<file path="src/rtl/instr_fetch_stage_pkg.sv">
// Shared types and constants for the MIPS instruction fetch stage.
package instr_fetch_stage_pkg;

  localparam int unsigned XLEN = 32;

  // sll $0,$0,0 -- the canonical MIPS no-op, used as the bubble payload
  localparam logic [XLEN-1:0] INSTR_NOP = 32'h0000_0000;

  typedef enum logic [1:0] {
    FS_RUN   = 2'd0,
    FS_DRAIN = 2'd1,
    FS_HALT  = 2'd2
  } fetch_state_e;

  typedef struct packed {
    logic [XLEN-1:0] pc;
    logic [XLEN-1:0] pc4;
    logic [XLEN-1:0] instr;
    logic            valid;
  } ifid_t;

  // Force a fetch address onto a word boundary
  function automatic logic [XLEN-1:0] word_align(input logic [XLEN-1:0] addr);
    return {addr[XLEN-1:2], 2'b00};
  endfunction

endpackage

</file>
<file path="src/rtl/instr_fetch_stage_pc_reg.sv">
// Program counter register with next-PC selection (reset > redirect > stall > advance).
module fetch_pc_reg
  import instr_fetch_stage_pkg::*;
#(
  parameter logic [31:0] RESET_PC = 32'h0000_0000
) (
  input  logic            clk,
  input  logic            rst,
  input  logic            stall,
  input  logic            redirect,
  input  logic [XLEN-1:0] redirect_pc,
  input  logic            advance,
  output logic [XLEN-1:0] pc
);

  logic [XLEN-1:0] pc_d;
  logic [XLEN-1:0] pc_q;

  // Next PC: redirect target, sequential step, or hold
  always_comb begin
    pc_d = pc_q;
    if (redirect) begin
      pc_d = word_align(redirect_pc);
    end else if (advance && !stall) begin
      pc_d = pc_q + 32'd4;
    end
  end

  // PC register with synchronous reset
  always_ff @(posedge clk) begin
    if (rst) begin
      pc_q <= RESET_PC;
    end else begin
      pc_q <= pc_d;
    end
  end

  assign pc = pc_q;

endmodule

</file>
<file path="src/rtl/instr_fetch_stage.sv">
// IF stage: owns the PC, reads the instruction ROM, fills IF/ID, and drains then halts at end of program.
module instr_fetch_stage
  import instr_fetch_stage_pkg::*;
#(
  parameter logic [31:0] RESET_PC     = 32'h0000_0000,
  parameter int unsigned INS_NUMS     = 16,
  parameter int unsigned DRAIN_CYCLES = 5
) (
  input  logic            clk,
  input  logic            rst,
  input  logic            stall,
  input  logic            redirect,
  input  logic [XLEN-1:0] redirect_pc,
  output logic [XLEN-1:0] imem_addr,
  input  logic [XLEN-1:0] imem_rdata,
  output logic [XLEN-1:0] ifid_pc,
  output logic [XLEN-1:0] ifid_pc4,
  output logic [XLEN-1:0] ifid_instr,
  output logic            ifid_valid,
  output logic [XLEN-1:0] fetch_count,
  output logic            halted
);

  localparam logic [XLEN-1:0] END_PC  = RESET_PC + XLEN'(4 * INS_NUMS);
  localparam int unsigned     DRAIN_W = $clog2(DRAIN_CYCLES) + 1;
  localparam logic [DRAIN_W-1:0] DRAIN_LAST = DRAIN_W'(DRAIN_CYCLES - 1);

  fetch_state_e     state_d, state_q;
  logic [DRAIN_W-1:0] drain_cnt_d, drain_cnt_q;
  ifid_t            ifid_d, ifid_q;
  logic [XLEN-1:0]  fetch_count_d, fetch_count_q;
  logic             halted_d, halted_q;

  logic [XLEN-1:0]  pc;
  logic             redirect_eff;
  logic             pc_at_end;
  logic             advance;

  // Redirects are dead once halted; only reset leaves HALT
  assign redirect_eff = redirect && (state_q != FS_HALT);
  assign pc_at_end    = (pc >= END_PC);
  assign advance      = (state_q == FS_RUN) && !pc_at_end;

  fetch_pc_reg #(
    .RESET_PC (RESET_PC)
  ) u_pc_reg (
    .clk         (clk),
    .rst         (rst),
    .stall       (stall),
    .redirect    (redirect_eff),
    .redirect_pc (redirect_pc),
    .advance     (advance),
    .pc          (pc)
  );

  // Next-state for FSM, IF/ID register and counters
  always_comb begin
    state_d       = state_q;
    drain_cnt_d   = drain_cnt_q;
    ifid_d        = ifid_q;
    fetch_count_d = fetch_count_q;
    halted_d      = halted_q;

    if (redirect_eff) begin
      // Squash the wrong-path fetch; drain restarts or resumes RUN
      ifid_d.instr = INSTR_NOP;
      ifid_d.valid = 1'b0;
      if (state_q == FS_DRAIN) begin
        drain_cnt_d = '0;
        if (word_align(redirect_pc) < END_PC) begin
          state_d = FS_RUN;
        end
      end
    end else if (state_q == FS_HALT) begin
      ifid_d.instr = INSTR_NOP;
      ifid_d.valid = 1'b0;
    end else if (!stall) begin
      unique case (state_q)
        FS_RUN: begin
          if (!pc_at_end) begin
            ifid_d.pc     = pc;
            ifid_d.pc4    = pc + 32'd4;
            ifid_d.instr  = imem_rdata;
            ifid_d.valid  = 1'b1;
            fetch_count_d = fetch_count_q + 32'd1;
          end else begin
            ifid_d.instr = INSTR_NOP;
            ifid_d.valid = 1'b0;
            state_d      = FS_DRAIN;
            drain_cnt_d  = '0;
          end
        end
        FS_DRAIN: begin
          ifid_d.instr = INSTR_NOP;
          ifid_d.valid = 1'b0;
          drain_cnt_d  = drain_cnt_q + DRAIN_W'(1);
          if (drain_cnt_q == DRAIN_LAST) begin
            state_d  = FS_HALT;
            halted_d = 1'b1;
          end
        end
        default: begin
          state_d = FS_HALT;
        end
      endcase
    end
  end

  // State, IF/ID and counter registers with synchronous reset
  always_ff @(posedge clk) begin
    if (rst) begin
      state_q       <= FS_RUN;
      drain_cnt_q   <= '0;
      ifid_q        <= '{pc: '0, pc4: '0, instr: INSTR_NOP, valid: 1'b0};
      fetch_count_q <= '0;
      halted_q      <= 1'b0;
    end else begin
      state_q       <= state_d;
      drain_cnt_q   <= drain_cnt_d;
      ifid_q        <= ifid_d;
      fetch_count_q <= fetch_count_d;
      halted_q      <= halted_d;
    end
  end

  assign imem_addr   = pc;
  assign ifid_pc     = ifid_q.pc;
  assign ifid_pc4    = ifid_q.pc4;
  assign ifid_instr  = ifid_q.instr;
  assign ifid_valid  = ifid_q.valid;
  assign fetch_count = fetch_count_q;
  assign halted      = halted_q;

endmodule

</file>
<file path="config.mk">
export PLATFORM = sky130hd
export DESIGN_NAME = instr_fetch_stage
export DESIGN_NICKNAME = d
export VERILOG_FILES = /design/src/rtl/instr_fetch_stage_pkg.sv /design/src/rtl/instr_fetch_stage_pc_reg.sv /design/src/rtl/instr_fetch_stage.sv
export SDC_FILE = /design/constraint.sdc
export NUM_CORES = 1
export LEC_CHECK = 0
export CAP_MARGIN = 20
export CORE_MARGIN = 2
export CORE_UTILIZATION = 45
export CTS_CLUSTER_DIAMETER = 80
export DETAILED_ROUTE_END_ITERATION = 10
export DONT_BUFFER_PORTS = 1
export HOLD_SLACK_MARGIN = 0.08
export PLACE_DENSITY = 0.74
export SYNTH_ARGS = -nofsm -noshare
export SYNTH_HDL_FRONTEND = slang
export SYNTH_SLANG_ARGS = --single-unit
</file>
<file path="constraint.sdc">
create_clock -name clk -period 1.95 [get_ports clk]
set_input_delay 0.39 -clock clk [delete_from_list [all_inputs] [get_ports clk]]
set_output_delay 0.39 -clock clk [all_outputs]
set_load 0.02 [all_outputs]
</file>
==> results.md <==
- Final Cycle Share: 111%
- CTS H-Tree Depth: 4
- Max Slew Vio Count: 0
- Syn-to-layout area delta: 27.7%
- Placed cell areas: 6860 um2
- Netlist Area Pre-Place: 6130 um2
- Top Ports: 230
- PD cells: 940 nW/um2
- Asr flop ratio synth: 0%
- Die height: 121 um
- Vias/cell: 5.52
- EDFF count, synth: 0
- Syn. warnings: 0
- GPL Wtd Cong: 0.895
- Worst min-delay path class: in -> reg
- Synth Flop Type: dfxtp_1
- Total gr overflow: 0
- Synth Instances: 667
- CP max FO: 7
- Top delay family on crit path: simple AND/OR/NAND/NOR gates
- Max-Cap Viols: 0
- DRT Wirelength: 16300 um
- Critical path's largest stage delay: 0.60 ns
- Critical path arrival: 2.48 ns
- VDD IR max: 636 uV
- CP Capture Type: flop
- Die width: 121 um
- Placed cells: 882
- Status: complete, but fails checks
- Initial Util: 46.1%
- Synth area leaders: dfxtp_1 (53%), and2_1 (5.2%), a21oi_1 (4.5%), nand2_1 (4.3%), a22oi_1 (4.0%)
- Fin Clk Skew: 0.00861 ns
- Crit-path slowest cell: or4_4
- Port buffer count: 0
- DR pass1 iterations: 5
- Crit path cell chain: nor4_4 -> nand4_1 -> buf_6 -> or4_4 -> buf_4 -> o31ai_1 -> a21oi_2
- Buf/Inv on CP: 2
- RSZ-0062 raised after global routing: true
- Routed length per instance: 17.5 um
- Power Total: 7360 uW
- Num rows: 42
- Longest Clk Path Bufs: 2
- Failing checks: setup timing
- Total number of vias: 5127
- Crit start category: flop
- Worst Path Class, Setup: reg -> reg
- Final HPWL DP: 10900 um
- Diodes inserted: 0
- Post-synth top cells: dfxtp_1 (162), nand2_1 (71), nor2_1 (64), a21oi_1 (55), and2_1 (51)
- Initial antenna violation count: 0
- Distinct cells, synth: 51
- Fmax: 461 MHz
- Tmin final: 2.17 ns
- Critical Path RT: 2.26 ns
- Final ANT Viol Nets: 0
- PnR worst setup slack: -0.221 ns
- Area share of the largest cell type after synthesis: 52.9%
- CTS root buf: clkbuf_16
- TritonCTS clock tree: built
- Cell taking the most area after synthesis: dfxtp_1
- First-pass GRT wire length: 24600 um
- Setup violations, final: 21
- Die footprint: 14600 um2
- Final instance area: 7830 um2
- FF+latch count, synth: 162
- DR iter-0 viols: 386
- Core Region: 13300 um2
- Share of cells above drive strength 1: 25.6%
- Hold_buf cts: 2
- Post-Layout Cell Count: 929
- Largest net degree at the start of global routing: 83
- Leakage Power: 0.00288 uW
- Seq/Total Area, Yosys: 52.9%
- Most common cell in the synthesized netlist: dfxtp_1
- Gr usage total: 21.4%
- Fin util: 58.9%
- Vias in the first global route: 5113
- Layout Nets: 813
- CTS Buf Count: 17
- Final hold vios: 0
- Worst-Skew Late Latency: 0.42 ns
- Worst-path clk slew: 0.07 ns
- Drt drc: 0
- Syn Area/Cell: 9.20 um2
- TritonCTS Sinks: 162
-- per-stage QoR --
step | setup TNS [ns] | hold slack [ns] | setup WS (ns)
final | -3.25 | 0.0367 | -0.221
after global routing | -7.60 | 0.0159 | -0.293
after CTS | -3.59 | 0.0119 | -0.220
after detailed placement | -13.94 | 0.466 | -0.340
after global placement | -18.93 | 0.460 | -0.301
after floorplan | -2.58 | 0.474 | -0.178
-- layout make-up --
cell class              instances  area [um2]
fillers                      1095        5470
flip-flops and latches        162        3270
clock inverters                15         215
repair buffers                 98         821
well taps                     176         220
multi-input cells             446        2820
clock buffers                  17         425
inverters                      15        56.3
-- report_power, final --
| part | leakage [uW] | internal (uW) | total [uW] | switching, uW |
|---|---|---|---|---|
| Clock | 0.000312 | 2180 | 3590 | 1410 |
| Sequential | 0.00132 | 3340 | 3390 | 46.6 |
| Combinational | 0.00125 | 150 | 377 | 226 |
-- sequential cells by signal (all words and copies together), names as in the netlist --
signal,flops
drain_cnt_q,4
ifid_pc,30
u_pc_reg.pc,30
fetch_count,32
halted,1
state_q,2
ifid_pc4,30
ifid_instr,32
ifid_valid,1
-- worst paths after layout --
check / slack, ns / from / cells after the start / end
setup / recovery: -0.22 / u_pc_reg.pc[30] / 7 / fetch_count[22]
hold / removal: 0.04 / rst / 1 / fetch_count[14]
setup reg to reg: -0.22 / u_pc_reg.pc[30] / 7 / fetch_count[22]
hold reg to reg: 0.52 / drain_cnt_q[1] / 2 / drain_cnt_q[1]
-- layer usage --
metal / global-route usage, % / wire length [um]
met5: 0 / 0
met4: 9.45 / 512
met3: 9.20 / 1390
met2: 35.8 / 7940
met1: 23.6 / 6450
-- cell families after synthesis --
group / share of synthesized area (%)
and+or+nand+nor: 25.2
muxes: 1.33
other: 0.0611
AOI/OAI and AO/OA: 12.5
xor gates and xnor gates: 2.00
DFF: 52.9
buffers and inverters: 4.98
adders and majority gates: 1.02
-- placed cells by master (no fill, tap or decap), drive strengths merged, types with 16 or more instances in the layout --
master / instances
a21oi: 55
a22oi: 33
and2: 51
buf: 95
clkbuf: 18
dfxtp: 162
inv: 23
nand2: 71
nor2: 64
nor4: 22
o31ai: 16
or4: 20
-- repair_timing --
action | in CTS | in global routing
pin swaps | 10 | 14
setup endpoints to repair | 123 | 96
hold endpoints to repair | 77 | 75
setup buffers | 3 | 6
gates resized for setup | 13 | 32
cloned | 2 | 1
Note: power is estimated with default switching activity, not from simulation.
